===== src/rtl/proc_control_pkg.sv =====
// Shared constants for the 9-bit bus processor control unit.
// Latency: n/a (types and constants only).
// Backpressure: n/a.
package proc_control_pkg;

   localparam int DATA_W = 9;
   localparam int OP_W   = 3;

   // Instruction field positions within IR
   localparam int OP_MSB = 8;
   localparam int RX_LSB = 3;
   localparam int RY_LSB = 0;

   typedef enum logic [1:0] {
      T0 = 2'b00,
      T1 = 2'b01,
      T2 = 2'b10,
      T3 = 2'b11
   } state_t;

   localparam logic [OP_W-1:0] OP_MV  = 3'b000;
   localparam logic [OP_W-1:0] OP_MVI = 3'b001;
   localparam logic [OP_W-1:0] OP_ADD = 3'b010;
   localparam logic [OP_W-1:0] OP_SUB = 3'b011;

   function automatic logic [OP_W-1:0] ir_op(input logic [DATA_W-1:0] ir);
      return ir[OP_MSB -: OP_W];
   endfunction

   function automatic logic [2:0] ir_rx(input logic [DATA_W-1:0] ir);
      return ir[RX_LSB +: 3];
   endfunction

   function automatic logic [2:0] ir_ry(input logic [DATA_W-1:0] ir);
      return ir[RY_LSB +: 3];
   endfunction

endpackage


===== src/rtl/proc_control_if.sv =====
// Bundle between instruction source/datapath and the control unit.
// Latency: n/a (wiring only).
// Backpressure: none; Run is only honoured while the controller sits in T0.
interface proc_control_if;
   import proc_control_pkg::*;

   logic [DATA_W-1:0] DIN;
   logic              Run;
   logic              IRin;
   logic [0:7]        Rin;
   logic [0:7]        Rout;
   logic              Gout;
   logic              DINout;
   logic              Ain;
   logic              Gin;
   logic              AddSub;
   logic              Done;

   // Instruction source / datapath side
   modport master (
      output DIN, Run,
      input  IRin, Rin, Rout, Gout, DINout, Ain, Gin, AddSub, Done
   );

   // Control unit side
   modport slave (
      input  DIN, Run,
      output IRin, Rin, Rout, Gout, DINout, Ain, Gin, AddSub, Done
   );

endinterface


===== src/rtl/proc_control_dec3to8.sv =====
// 3-to-8 one-hot decoder with enable; Y[0] corresponds to W = 0.
// Latency: combinational.
// Backpressure: n/a.
module dec3to8 (
   input  logic [2:0] W,
   input  logic       En,
   output logic [0:7] Y
);

   // Single hot bit at index W when enabled, all zero otherwise
   always_comb begin
      Y = '0;
      if (En) begin
         Y[W] = 1'b1;
      end
   end

endmodule


===== src/rtl/proc_control.sv =====
// Control FSM for the 9-bit bus processor: latches IR, sequences T0..T3.
// Latency: mv/mvi/nop finish one cycle after Run is sampled, add/sub three.
// Backpressure: none; Run is ignored outside T0, outputs are pure decode.
module proc_control
   import proc_control_pkg::*;
(
   input  logic          Clock,
   input  logic          Reset,
   proc_control_if.slave bus
);

   state_t            state_q, state_d;
   logic [DATA_W-1:0] ir_q, ir_d;

   logic [2:0] rin_sel, rout_sel;
   logic       rin_en, rout_en;

   logic [OP_W-1:0] op;
   logic [2:0]      rx, ry;

   assign op = ir_op(ir_q);
   assign rx = ir_rx(ir_q);
   assign ry = ir_ry(ir_q);

   // State and instruction register; reset aborts any instruction in flight
   always_ff @(posedge Clock or posedge Reset) begin
      if (Reset) begin
         state_q <= T0;
         ir_q    <= '0;
      end else begin
         state_q <= state_d;
         ir_q    <= ir_d;
      end
   end

   // Next-state and control decode; bus drivers are chosen so only one is active per step
   always_comb begin
      state_d    = state_q;
      ir_d       = ir_q;
      bus.IRin   = 1'b0;
      bus.Gout   = 1'b0;
      bus.DINout = 1'b0;
      bus.Ain    = 1'b0;
      bus.Gin    = 1'b0;
      bus.AddSub = 1'b0;
      bus.Done   = 1'b0;
      rin_en     = 1'b0;
      rin_sel    = rx;
      rout_en    = 1'b0;
      rout_sel   = ry;

      case (state_q)
         T0: begin
            if (bus.Run) begin
               bus.IRin = 1'b1;
               ir_d     = bus.DIN;
               state_d  = T1;
            end
         end

         T1: begin
            case (op)
               OP_MV: begin
                  rout_en  = 1'b1;
                  rout_sel = ry;
                  rin_en   = 1'b1;
                  bus.Done = 1'b1;
                  state_d  = T0;
               end
               OP_MVI: begin
                  bus.DINout = 1'b1;
                  rin_en     = 1'b1;
                  bus.Done   = 1'b1;
                  state_d    = T0;
               end
               OP_ADD, OP_SUB: begin
                  rout_en  = 1'b1;
                  rout_sel = rx;
                  bus.Ain  = 1'b1;
                  state_d  = T2;
               end
               default: begin
                  bus.Done = 1'b1;
                  state_d  = T0;
               end
            endcase
         end

         T2: begin
            rout_en    = 1'b1;
            rout_sel   = ry;
            bus.Gin    = 1'b1;
            bus.AddSub = ir_q[6];
            state_d    = T3;
         end

         T3: begin
            bus.Gout = 1'b1;
            rin_en   = 1'b1;
            bus.Done = 1'b1;
            state_d  = T0;
         end

         default: begin
            state_d = T0;
         end
      endcase
   end

   dec3to8 u_dec_rin (
      .W  (rin_sel),
      .En (rin_en),
      .Y  (bus.Rin)
   );

   dec3to8 u_dec_rout (
      .W  (rout_sel),
      .En (rout_en),
      .Y  (bus.Rout)
   );

endmodule


===== src/flat_wrapper.sv =====
// flat-port wrapper written by rule: the top's interface ports become plain ports
module proc_control_flat import proc_control_pkg::*;
  (Clock, Reset, bus_DIN, bus_Run, bus_IRin, bus_Rin, bus_Rout, bus_Gout, bus_DINout, bus_Ain, bus_Gin, bus_AddSub, bus_Done);
  proc_control_if bus_i ();
  input  logic Clock;
  input  logic Reset;
  input wire logic [$bits(bus_i.DIN)-1:0] bus_DIN;
  input wire logic [$bits(bus_i.Run)-1:0] bus_Run;
  output wire logic [$bits(bus_i.IRin)-1:0] bus_IRin;
  output wire logic [$bits(bus_i.Rin)-1:0] bus_Rin;
  output wire logic [$bits(bus_i.Rout)-1:0] bus_Rout;
  output wire logic [$bits(bus_i.Gout)-1:0] bus_Gout;
  output wire logic [$bits(bus_i.DINout)-1:0] bus_DINout;
  output wire logic [$bits(bus_i.Ain)-1:0] bus_Ain;
  output wire logic [$bits(bus_i.Gin)-1:0] bus_Gin;
  output wire logic [$bits(bus_i.AddSub)-1:0] bus_AddSub;
  output wire logic [$bits(bus_i.Done)-1:0] bus_Done;
  assign bus_i.DIN = bus_DIN;
  assign bus_i.Run = bus_Run;
  assign bus_IRin = bus_i.IRin;
  assign bus_Rin = bus_i.Rin;
  assign bus_Rout = bus_i.Rout;
  assign bus_Gout = bus_i.Gout;
  assign bus_DINout = bus_i.DINout;
  assign bus_Ain = bus_i.Ain;
  assign bus_Gin = bus_i.Gin;
  assign bus_AddSub = bus_i.AddSub;
  assign bus_Done = bus_i.Done;
  proc_control u_core (.Clock(Clock), .Reset(Reset), .bus(bus_i));
endmodule

===== config.mk =====
export PLATFORM = sky130hd
export DESIGN_NAME = proc_control_flat
export DESIGN_NICKNAME = d
export VERILOG_FILES = /design/src/rtl/proc_control_pkg.sv /design/src/rtl/proc_control_if.sv /design/src/rtl/proc_control_dec3to8.sv /design/src/rtl/proc_control.sv /design/src/flat_wrapper.sv
export SDC_FILE = /design/constraint.sdc
export NUM_CORES = 1
export LEC_CHECK = 0
export CAP_MARGIN = 20
export CORE_UTILIZATION = 28
export CTS_BUF_LIST = sky130_fd_sc_hd__clkbuf_4 sky130_fd_sc_hd__clkbuf_8
export CTS_CLUSTER_DIAMETER = 50
export CTS_CLUSTER_SIZE = 20
export DETAILED_ROUTE_END_ITERATION = 8
export SLEW_MARGIN = 20
export SYNTH_ARGS = -nofsm -noshare
export SYNTH_HDL_FRONTEND = slang
export SYNTH_SLANG_ARGS = --single-unit

===== constraint.sdc =====
create_clock -name Clock -period 5.5 [get_ports Clock]
set_clock_uncertainty 0.15 [all_clocks]
set_input_delay 1.1 -clock Clock [delete_from_list [all_inputs] [get_ports Clock]]
set_output_delay 1.1 -clock Clock [all_outputs]
set_load 0.02 [all_outputs]

### After elaboration in Yosys (flattened, before gate mapping)

Index checks and enable logic that the tools add are counted.
W data, S select, Z words.

* register bits after elaboration: 11
* input bits: 12
* output and inout port bits: 23
* word-level logic and storage cells: 49

* order comparisons: 4
* equal/unequal tests: 7
* muxes and demuxes: 26
* bitwise logic cells: 2
* reduce and logical (&&, ||, !) cells: 8

Operator list (number)
* $mux W8: 2
* $mux W1: 14
* $ge A4 B4 Y1 const B: 2
* $lt A4 B1 Y1 const B: 2
* $not A3 Y4: 2
* $pmux W2 S4: 1
* $demux W1 S3: 2
* $eq A3 B2 Y1 const B: 2
* $mux W3: 2
* $pmux W1 S2: 3
* $eq A2 B2 Y1 const B: 2
* $mux W2: 2
* $reduce_or A2 Y1: 2
* $eq A3 B1 Y1 const B: 1
* $logic_not A3 Y1: 1
* $reduce_or A3 Y1: 1
* $eq A2 B1 Y1 const B: 1
* $logic_and A1 B1 Y1: 2
* $logic_not A2 Y1: 1
* $ne A2 B2 Y1 const B: 1
* $reduce_and A2 Y1: 1

### Longest topological paths before layout

Gate-level depths: netlist of the first run.

* word-level depth: 10
* depth in mapped cells: 6
* depth with buffers taken out: 6

### Modules after synthesis

A second synthesis of the first run with hierarchy kept.

* cells, all modules: 65
* area total of the unflattened synthesis: 800.8 µm²

Modules (own cells, without submodules)
* proc_control: instances 1, cells an instance 49, area an instance 608.1 µm², seq. area each 275.3 µm²
* dec3to8: instances 2, cells an instance 8, area an instance 96.3 µm², seq. area each 0.0 µm²

### Worst setup path before layout of the first run

Ideal clock, no wire load.

* path kind: reg-to-output
* from: register with a tool-made name
* to: output bus_Rin[7]
* arrival: 1.608 ns
* required time: 4.250 ns
* setup slack: 2.642 ns
* cell stages (with the launch flop): 6
* buffers on the path: 0
* cells stage by stage: dfrtp_1 > inv_1 > ha_1 > nor3b_1 > o21bai_1 > nor3_1

RTL lines
* end, declared: RTL line flat_wrapper.sv:10 `output wire logic [$bits(bus_i.Rin)-1:0] bus_Rin;`

### Worst setup path after layout of the first run

* from: input bus_Run
* to: output bus_IRin

* cells in the longest elaborated chain, start to end: 2

Ends and longest elaborated chain
* start, declared: RTL line flat_wrapper.sv:8 `input wire logic [$bits(bus_i.Run)-1:0] bus_Run;`
* $mux W1: RTL line proc_control.sv:54 `if (bus.Run) begin`
* $mux W1: RTL line proc_control.sv:52 `case (state_q)`
* end, declared: RTL line flat_wrapper.sv:9 `output wire logic [$bits(bus_i.IRin)-1:0] bus_IRin;`

Every way passes these cells.

==> results.md, run 1 <==
- Status: finished clean
- Crit path max fanout: 9
- H-tree Lvls: 1
- # fillers: 256
- Reg area: approximately 280 sq um
- Crit-path slowest cell: clkdlybuf4s50_1
- DRT iter0 DRCs: 7
- Fin nets: 131
- Drt drc: 0
- Clock Tree Root: clkbuf_4
- Clk Latency, worst-skew pair: 0.26 ns
- Syn Std Cell Area: 767 sq um
- Initial DRT Pass Iterations: 2
- Syn. warnings: 0
- R2R setup slack: 3.83 ns
- Maximum VDD drop: 273 uV
- Setup TNS: 0 ns
- Num Clock Sinks: 11
- Slew headroom: 70.7%
- Top post-synthesis cells by area: dfrtp_1, mux2_2, ha_1
- Hold Vio Cnt, Final: 0
- TritonCTS clock tree: built
- IO Pins: 35
- CTS buffer count: 3
- Area delta synth->final: 53.2%
- Synth async-reset ratio: 100%
- Startpoint Class: primary input
- Full die area: 2950 sq um
- Final hold slack: 0.385 ns
- Routed via count: 642
- #FFs+latches synth: 11
- Worst R2R Start: u_core.state_q[0]
- Final cell count without fillers: 143
- Slew @ Worst Pin: 0.438 ns
- Fraction of layout cells with a size suffix above 1: between 10% and 20%
- Hold buffer count at CTS: 0
- DIE HEIGHT: 54.3 um
- Kind of critical path: primary input to output pin
- Critical Path Start: bus_Run
- Post-CTS Setup Bufs: 0
- Syn nets: 92
- Hold Path Class: flop to flop
- Row count: 18
- Clock slew at reported path FFs: 0.07 ns
- Max frequency: 0.258 GHz
- Core Region: 2520 sq um
- Critical path's most frequent cell: clkdlybuf4s50_1
- Crit-path cells: clkdlybuf4s50_1 > nand2_1 > inv_1 > clkdlybuf4s50_1
- Largest net degree at the start of global routing: 12
- Netlist cell types: 23
- Top-area cell type share of the netlist area: 35.9%
- Synth Instances: 75
- Power per cell area: between 500 and 600 nW/um^2
- Crit path to: bus_IRin
- Antenna diode count: 0
- Post-synth top area cell: dfrtp_1
- Commonest non-fill, non-tap cell in the layout: clkdlybuf4s50_1
- Worst reg2reg path endpoint: u_core.ir_q[2]
- Max-slew violations: 0
- Setup violators final: 0
- Standby leakage power: 0.000502 uW
- Resized cells post-CTS: 0
- Final period util: 70.5%
- PortBufs: 34
- Dpl cells: 139
- Initial Util: 30.4%
- Register area share after synthesis: 35.9%
- Final wirelength: 1.63 mm
- Final instance area: 1170 sq um
- Number of synthesized flops with an enable pin: 0
- Final Critical Period: 3.88 ns
- Drt wl/cell: around 11 um
- Initial antenna violation count: 0
- Routability Congestion: approximately 0.66
- Fin util: 46.6%
- Critical path endpoint category: output pin
- Global-route wire length before repair: 2.62 mm
- DP Wirelength: 1.33 mm
- Max incr delay on CP: approximately 0.62 ns
- Arr. time, crit path: 2.63 ns
- CTS max path bufs: 2
- Total track usage: a little over an eighth
- RSZ-0062 raised after global routing: false
- Antenna-violating nets left: 0
- MaxCap Viol Count: 0
- GRT Residual Overflow: 0
- Most frequent cells in the layout: clkdlybuf4s50_1, nor2_1, dfrtp_1
- Die width: roughly 54 um
- Post-synth top flop: dfrtp_1
- R2R depth: 4
- Area of placed instances: 1140 sq um
- Vias per cell: 4.49
- Vias in the first global route: 569
- Mean Syn Cell Area: 10.2 sq um
- CP Data Required Time: 4.25 ns
- Multi-input logic area: 469 sq um
-- worst max-delay path: cells and delay by family --
family / cells / cell delay [ns]
simple gates: 1 / 0.25
buf+inv: 3 / 1.28
-- worst min-delay path by stage --
stage | cells after the start | slack (ns) | startpoint | end
CTS | 1 | 0.39 | u_core.ir_q[0] | u_core.ir_q[0]
global placement | 1 | 0.36 | u_core.ir_q[0] | u_core.ir_q[0]
finish | 1 | 0.38 | u_core.ir_q[0] | u_core.ir_q[0]
global route | 1 | 0.42 | u_core.ir_q[0] | u_core.ir_q[0]
detailed placement | 1 | 0.38 | u_core.ir_q[0] | u_core.ir_q[0]
floorplan | 1 | 0.35 | u_core.ir_q[0] | u_core.ir_q[0]
-- area by class of cell --
cell class,instances,share of cell area [%]
multi-input combinational,58,39.9
timing repair buffer,34,29.0
sequential,11,23.4
tap,30,3.19
clock buffer,4,2.56
inverter,6,1.92
-- where the power goes --
part | total (uW) | leakage, uW | internal, uW | switching [uW]
registers | 169 | 0.000131 | 121 | 48.0
clock network | 60.4 | 0.0000184 | 33.0 | 27.4
logic | 367 | 0.000352 | 184 | 182
total | 596 | 0.000502 | 338 | 258
-- flip-flops by register name (all words and copies together) (netlist names), named ones only --
signal          flops
u_core.state_q      1
u_core.ir_q         9
-- layer usage --
layer	track usage [%]	share of wire (%)	vias up
li1	-	-	328
met1	15.8	46	292
met2	21.7	48	20
met3	3.89	5.4	2
met4	5.13	0.74	0
met5	0	0	-
-- cell usage after synthesis, drive strengths merged (2+ instances only) --
library cell,instances
o21ai,3
nor3,5
nand3b,2
dfrtp,11
inv,6
mux2i,3
nor2,12
and2,2
ha,5
nand2,5
mux2,8
nand2b,5
-- cell families (layout without fill, tap and decap cells) --
family,count (synthesis),count (layout),synth area share [%]
AND/OR/NAND/NOR,34,34,26.9
multiplexers,11,11,19.4
flip-flops,11,11,35.9
AO/OA/AOI/OAI,8,8,6.69
buffers and inverters,6,44,2.94
adder cells (fa/ha/maj),5,5,8.16
-- per-stage QoR --
stage          worst slack [ns]  power, uW
3_5_place_dp               1.60        541
4_1_cts                    1.58        604
3_3_place_gp               1.62        536
5_1_grt                    1.53        649
2_1_floorplan              2.64        426
6_report                   1.62        596
Note: power is estimated with default switching activity, not from simulation.
==> run 2, diff against run 1 <==
- clock period: 5.5 -> 3.75 ns (I/O delays scaled with it)
==> results.md, run 2 (same netlist as run 1, synthesis figures left out) <==
- Crit-path cells: inv_1 > ha_1 > nor3b_1 > o21ai_1 > nor3_1 > clkdlybuf4s50_1
- Vias in the first global route: 652
- Largest Register: u_core.ir_q
- Fraction of layout cells with a size suffix above 1: 19.3%
- Comb power frac: 62.0%
- Hold Path Class: flop to flop
- Power per cell area: ~750 nW/um^2
- Clock slew at reported path FFs: ~0.07 ns
- Fin nets: between 100 and 150
- Initial antenna violation count: 0
- Resized cells post-CTS: 0
- Routed via count: 662
- Row count: 18
- Crit-path slowest cell: clkdlybuf4s50_1
- CP Data Required Time: approximately 2.9 ns
- Setup TNS: 0 ns
- Kind of critical path: flop to output pin
- DP Worst Slack: 0.734 ns
- IO Pins: 35
- Post-CTS Setup Bufs: 0
- R2R depth: 5
- Drt drc: 0
- Reg power frac: 28.3%
- Arr. time, crit path: 2.40 ns
- Total power: 883 uW
- Final period util: 88.0%
- Initial DRT Pass Iterations: 4
- Full die area: 2950 sq um
- Slew headroom: between 70 and 80%
- Largest regs: u_core.ir_q: 9 flops, u_core.state_q: 1 flops
- Switching pwr: roughly 380 uW
- Num Clock Sinks: 11
- CTS buffer count: 3
- Clk Latency, worst-skew pair: 0.26 ns
- DRT iter0 DRCs: 13
- TritonCTS clock tree: built
- Clock Power Share: about a tenth
- Standby leakage power: a little over 0.0005 uW
- Number of flip-flops in the largest register: 9
- # fillers: 247
- Most frequent cells in the layout: clkdlybuf4s50_1, nor2_1, dfrtp_1
- Commonest non-fill, non-tap cell in the layout: clkdlybuf4s50_1
- Setup violators final: 0
- DIE HEIGHT: 54.3 um
- Startpoint Class: flop
- CTS max path bufs: 2
- Crit path max fanout: 4
- Max-slew violations: 0
- PortBufs: 34
- CP Depth: 6
- Max incr delay on CP: between 0.6 and 0.7 ns
- Setup ws final: 0.449 ns
- Drt wl/cell: 11.9 um
- Critical path endpoint category: output pin
- Status: finished clean
- Max frequency: just over 0.3 GHz
- Die width: 54.3 um
- Clock Tree Root: clkbuf_4
- Internal: 500 uW
- DP Wirelength: 1.41 mm
- Final Critical Period: 3.30 ns
- Initial Util: 30.4%
- Hold buffer count at CTS: 0
- Global-route wire length before repair: 2.71 mm
- Maximum VDD drop: just over 400 uV
- Antenna diode count: 0
- Routability Congestion: 0.708
- Area delta synth->final: 54.2%
- Final wirelength: 1.72 mm
- H-tree Lvls: 1
- Worst path top cell family by delay: buffers and inverters
- Switching part of the total power: between 40% and 50%
- Total track usage: 13.3%
- Antenna-violating nets left: 0
- MaxCap Viol Count: 0
- Hold-critical path depth: 1
- Hold Vio Cnt, Final: 0
- Vias per cell: 4.60
- Number of buffers and inverters on the critical path: 2
- GRT Residual Overflow: 0
- Slew @ Worst Pin: 0.417 ns
- RSZ-0062 raised after global routing: false
- Largest net degree at the start of global routing: 12
- Core Region: 2520 sq um
==> run 2: cell type report <==
type	instances	area [sq um]	share of cell area (%)
clock buffer	4	30.0	2.54
inverter	6	22.5	1.90
sequential	11	275	23.3
timing repair buffer	35	348	29.4
multi-input combinational	58	469	39.7
tap	30	37.5	3.17
==> run 2: stage by stage <==
step | cell area, sq um | util (%) | hold WS [ns] | instances
after floorplan | 767 | - | 0.349 | 75
after global placement | 1150 | 45.7 | 0.380 | 140
after detailed placement | 1150 | 45.7 | 0.383 | 140
after CTS | 1180 | 46.9 | 0.400 | 144
after global routing | 1180 | 46.9 | 0.416 | 144
final | 1180 | 46.9 | 0.397 | 144
==> run 2: worst paths after layout <==
kind	from	to	slack, ns
max in group asynchronous	Reset	asynchronous set/reset pin	2.54
min in group asynchronous	Reset	u_core.ir_q[3]	0.62
worst max register to register	u_core.state_q[0]	u_core.ir_q[1]	2.16
worst max-delay path	flop	bus_Rin[3]	0.45
worst min register to register	u_core.ir_q[0]	u_core.ir_q[0]	0.40
worst min-delay path	u_core.ir_q[0]	u_core.ir_q[0]	0.40
==> run 2: routing by layer <==
metal	vias to the layer above	track usage (%)	share of wire, %	routed length [um]
li1	330	-	-	-
met1	308	15.8	45	768
met2	22	22.0	49	848
met3	2	1.67	4.5	78
met4	0	9.40	1.2	20
met5	-	0	0	0
==> run 2: worst reg2reg max path: stages (launching register included) <==
cell     delay [ns]
dfrtp_1        0.38
inv_1          0.12
ha_1           0.22
nand2_1        0.09
buf_4          0.18
mux2_2         0.35
==> run 2: power by group through the flow <==
stage / Sequential [uW] / Clock, uW / Combinational [uW]
6_report: 250 / 85.9 / 548
5_1_grt: 259 / 95.4 / 599
4_1_cts: 249 / 91.0 / 554
3_5_place_dp: 253 / 0 / 547
3_3_place_gp: 251 / 0 / 546
2_1_floorplan: 234 / 0 / 391
==> run 3, diff against run 2 <==
- SYNTH_HIERARCHICAL: default -> 1
==> results.md, run 3 <==
- Standby leakage power: 0.000493 uW
- Startpoint Class: flop
- Initial DRT Pass Iterations: 2
- Resized cells post-CTS: 0
- Mean Syn Cell Area: 12.3 sq um
- Total track usage: 12.2%
- Kind of critical path: flop to output pin
- Critical path endpoint category: output pin
- Power per cell area: between 700 and 800 nW/um^2
- Register area share after synthesis: 34.4%
- Routed via count: about 660
- PortBufs: 34
- Status: finished clean
- Top post-synthesis cells by area: dfrtp_1, mux2_2, and4bb_2
- Commonest non-fill, non-tap cell in the layout: clkdlybuf4s50_1
- Slew @ Worst Pin: 0.492 ns
- Maximum VDD drop: about 330 uV
- Vias in the first global route: 640
- MaxCap Viol Count: 0
- Drt drc: 0
- Post-synth top flop: dfrtp_1
- Core Region: 2730 sq um
- DIE HEIGHT: 55.5 um
- Drt wl/cell: roughly 13 um
- Crit-path slowest cell: clkdlybuf4s50_1
- Number of synthesized flops with an enable pin: 0
- DP Worst Slack: 0.619 ns
- Final period util: 90.4%
- Die width: 55.5 um
- Syn. warnings: 6
- Top-area cell type share of the netlist area: 34.4%
- Total power: 889 uW
- Routability Congestion: ~0.78
- Hold Vio Cnt, Final: 0
- GRT Residual Overflow: 0
- Num Clock Sinks: 11
- Row count: 19
- Antenna diode count: 0
- Arr. time, crit path: 2.49 ns
- CTS max path bufs: 2
- Crit-path cells: inv_1 > ha_1 > nand2b_4 > nor2_4 > mux2_4 > nor4b_2 > clkdlybuf4s50_1
- Initial antenna violation count: 0
- Largest Register: u_core/ir_q
- Clock Tree Root: clkbuf_4
- Area delta synth->final: 51.1%
- Max frequency: 0.295 GHz
- Clock slew at reported path FFs: ~0.07 ns
- Hold Path Class: flop to flop
- Global-route wire length before repair: roughly 2.9 mm
- TritonCTS clock tree: built
- DRT iter0 DRCs: 19
- Antenna-violating nets left: 0
- RSZ-0062 raised after global routing: false
- Largest net degree at the start of global routing: 12
- Most frequent cells after synthesis: dfrtp_1, mux2_2, and4b_2, and4bb_2, ha_1
- Hold buffer count at CTS: 0
- Post-synth top area cell: dfrtp_1
- Max incr delay on CP: 0.63 ns
- Crit path max fanout: 8
- Initial Util: 29.3%
- Fin nets: 121
- CTS buffer count: 3
- Fraction of layout cells with a size suffix above 1: ~34%
- Number of buffers and inverters on the critical path: 2
- Slew headroom: 67.1%
- H-tree Lvls: 1
- Syn nets: approximately 80
- Most frequent cells in the layout: clkdlybuf4s50_1, dfrtp_1, mux2_2
- Count leader, synth: dfrtp_1
- Post-CTS Setup Bufs: 0
- Setup ws final: approximately 0.36 ns
- Number of flip-flops in the largest register: 9
- Setup TNS: 0 ns
- Synth Instances: between 60 and 70
- Setup violators final: 0
- Syn Std Cell Area: between 800 and 900 sq um
- Final wirelength: 1.76 mm
- Max-slew violations: 0
- Worst path top cell family by delay: buffers and inverters
- Final Critical Period: 3.39 ns
- Netlist cell types: 24
- Clk Latency, worst-skew pair: 0.26 ns
- CP Data Required Time: 2.85 ns
- Largest regs: u_core/ir_q: 9 flops, u_core/state_q: 1 flops
- Synth async-reset ratio: 100%
- IO Pins: 35
- #FFs+latches synth: 11
- Full die area: ~3100 sq um
- Vias per cell: around 4.9
- DP Wirelength: 1.41 mm
## run 3: cell count changes after synthesis, sizes merged, moves of 2 or more
| cell | change |
|---|---|
| nand3b | -2 |
| and4bb | +6 |
| mux2 | +3 |
| mux2i | -3 |
| nand2 | -4 |
| and4b | +6 |
| nand2b | -3 |
| nor3 | -4 |
| and4 | +2 |
| nor4b | +2 |
| nor2 | -11 |
## run 3: final timing paths
path / startpoint / cells after the start / slack [ns] / endpoint
max reg2reg: u_core/state_q[0] / 5 / 2.17 / u_core/state_q[0]
min reg2reg: u_core/ir_q[1] / 1 / 0.36 / u_core/ir_q[1]
max: flop / 7 / 0.36 / bus_Rout[7]
max in group asynchronous: Reset / 2 / 2.54 / u_core/ir_q[5]
min: u_core/ir_q[1] / 1 / 0.36 / u_core/ir_q[1]
min in group asynchronous: Reset / 2 / 0.62 / u_core/ir_q[2]
## run 3: cell type report
cell class | instances | area, sq um
clock buffers | 4 | 30.0
inverters | 5 | 18.8
flip-flops and latches | 11 | 275
repair buffers | 34 | 340
multi-input cells | 49 | 507
well taps | 31 | 38.8
fillers | 270 | 1520
## run 3: through the flow
| stage | std cells | hold WS [ns] | util [%] | cell area [sq um] |
|---|---|---|---|---|
| finish | 134 | 0.362 | 44.3 | 1210 |
| global route | 134 | 0.404 | 44.3 | 1210 |
| CTS | 134 | 0.362 | 44.3 | 1210 |
| detailed placement | 130 | 0.347 | 43.2 | 1180 |
| global placement | 130 | 0.340 | 43.2 | 1180 |
| floorplan | 65 | 0.330 | - | 801 |
## run 3: kinds of logic after synthesis
| family | share of synthesized area (%) |
|---|---|
| multiplexers | 16.9 |
| flip-flops | 34.4 |
| buffers and inverters | 2.34 |
| AND/OR/NAND/NOR | 32.5 |
| AO/OA/AOI/OAI | 6.09 |
| adder cells (fa/ha/maj) | 7.81 |
## run 3: power by group
group / internal (uW) / leakage (uW) / total, uW / switching (uW)
Combinational: 283 / 0.000343 / 552 / 269
Clock: 48.3 / 0.0000184 / 85.7 / 37.3
Sequential: 179 / 0.000131 / 251 / 72.3
## run 3: layer usage
layer	share of wire, %	vias to the layer above	GRT usage (%)	wire, um
met5	0	-	0	0
met4	1.5	0	7.50	27
met3	3.1	2	1.87	54
met2	50	16	18.9	877
met1	45	305	15.8	799
li1	-	332	-	-
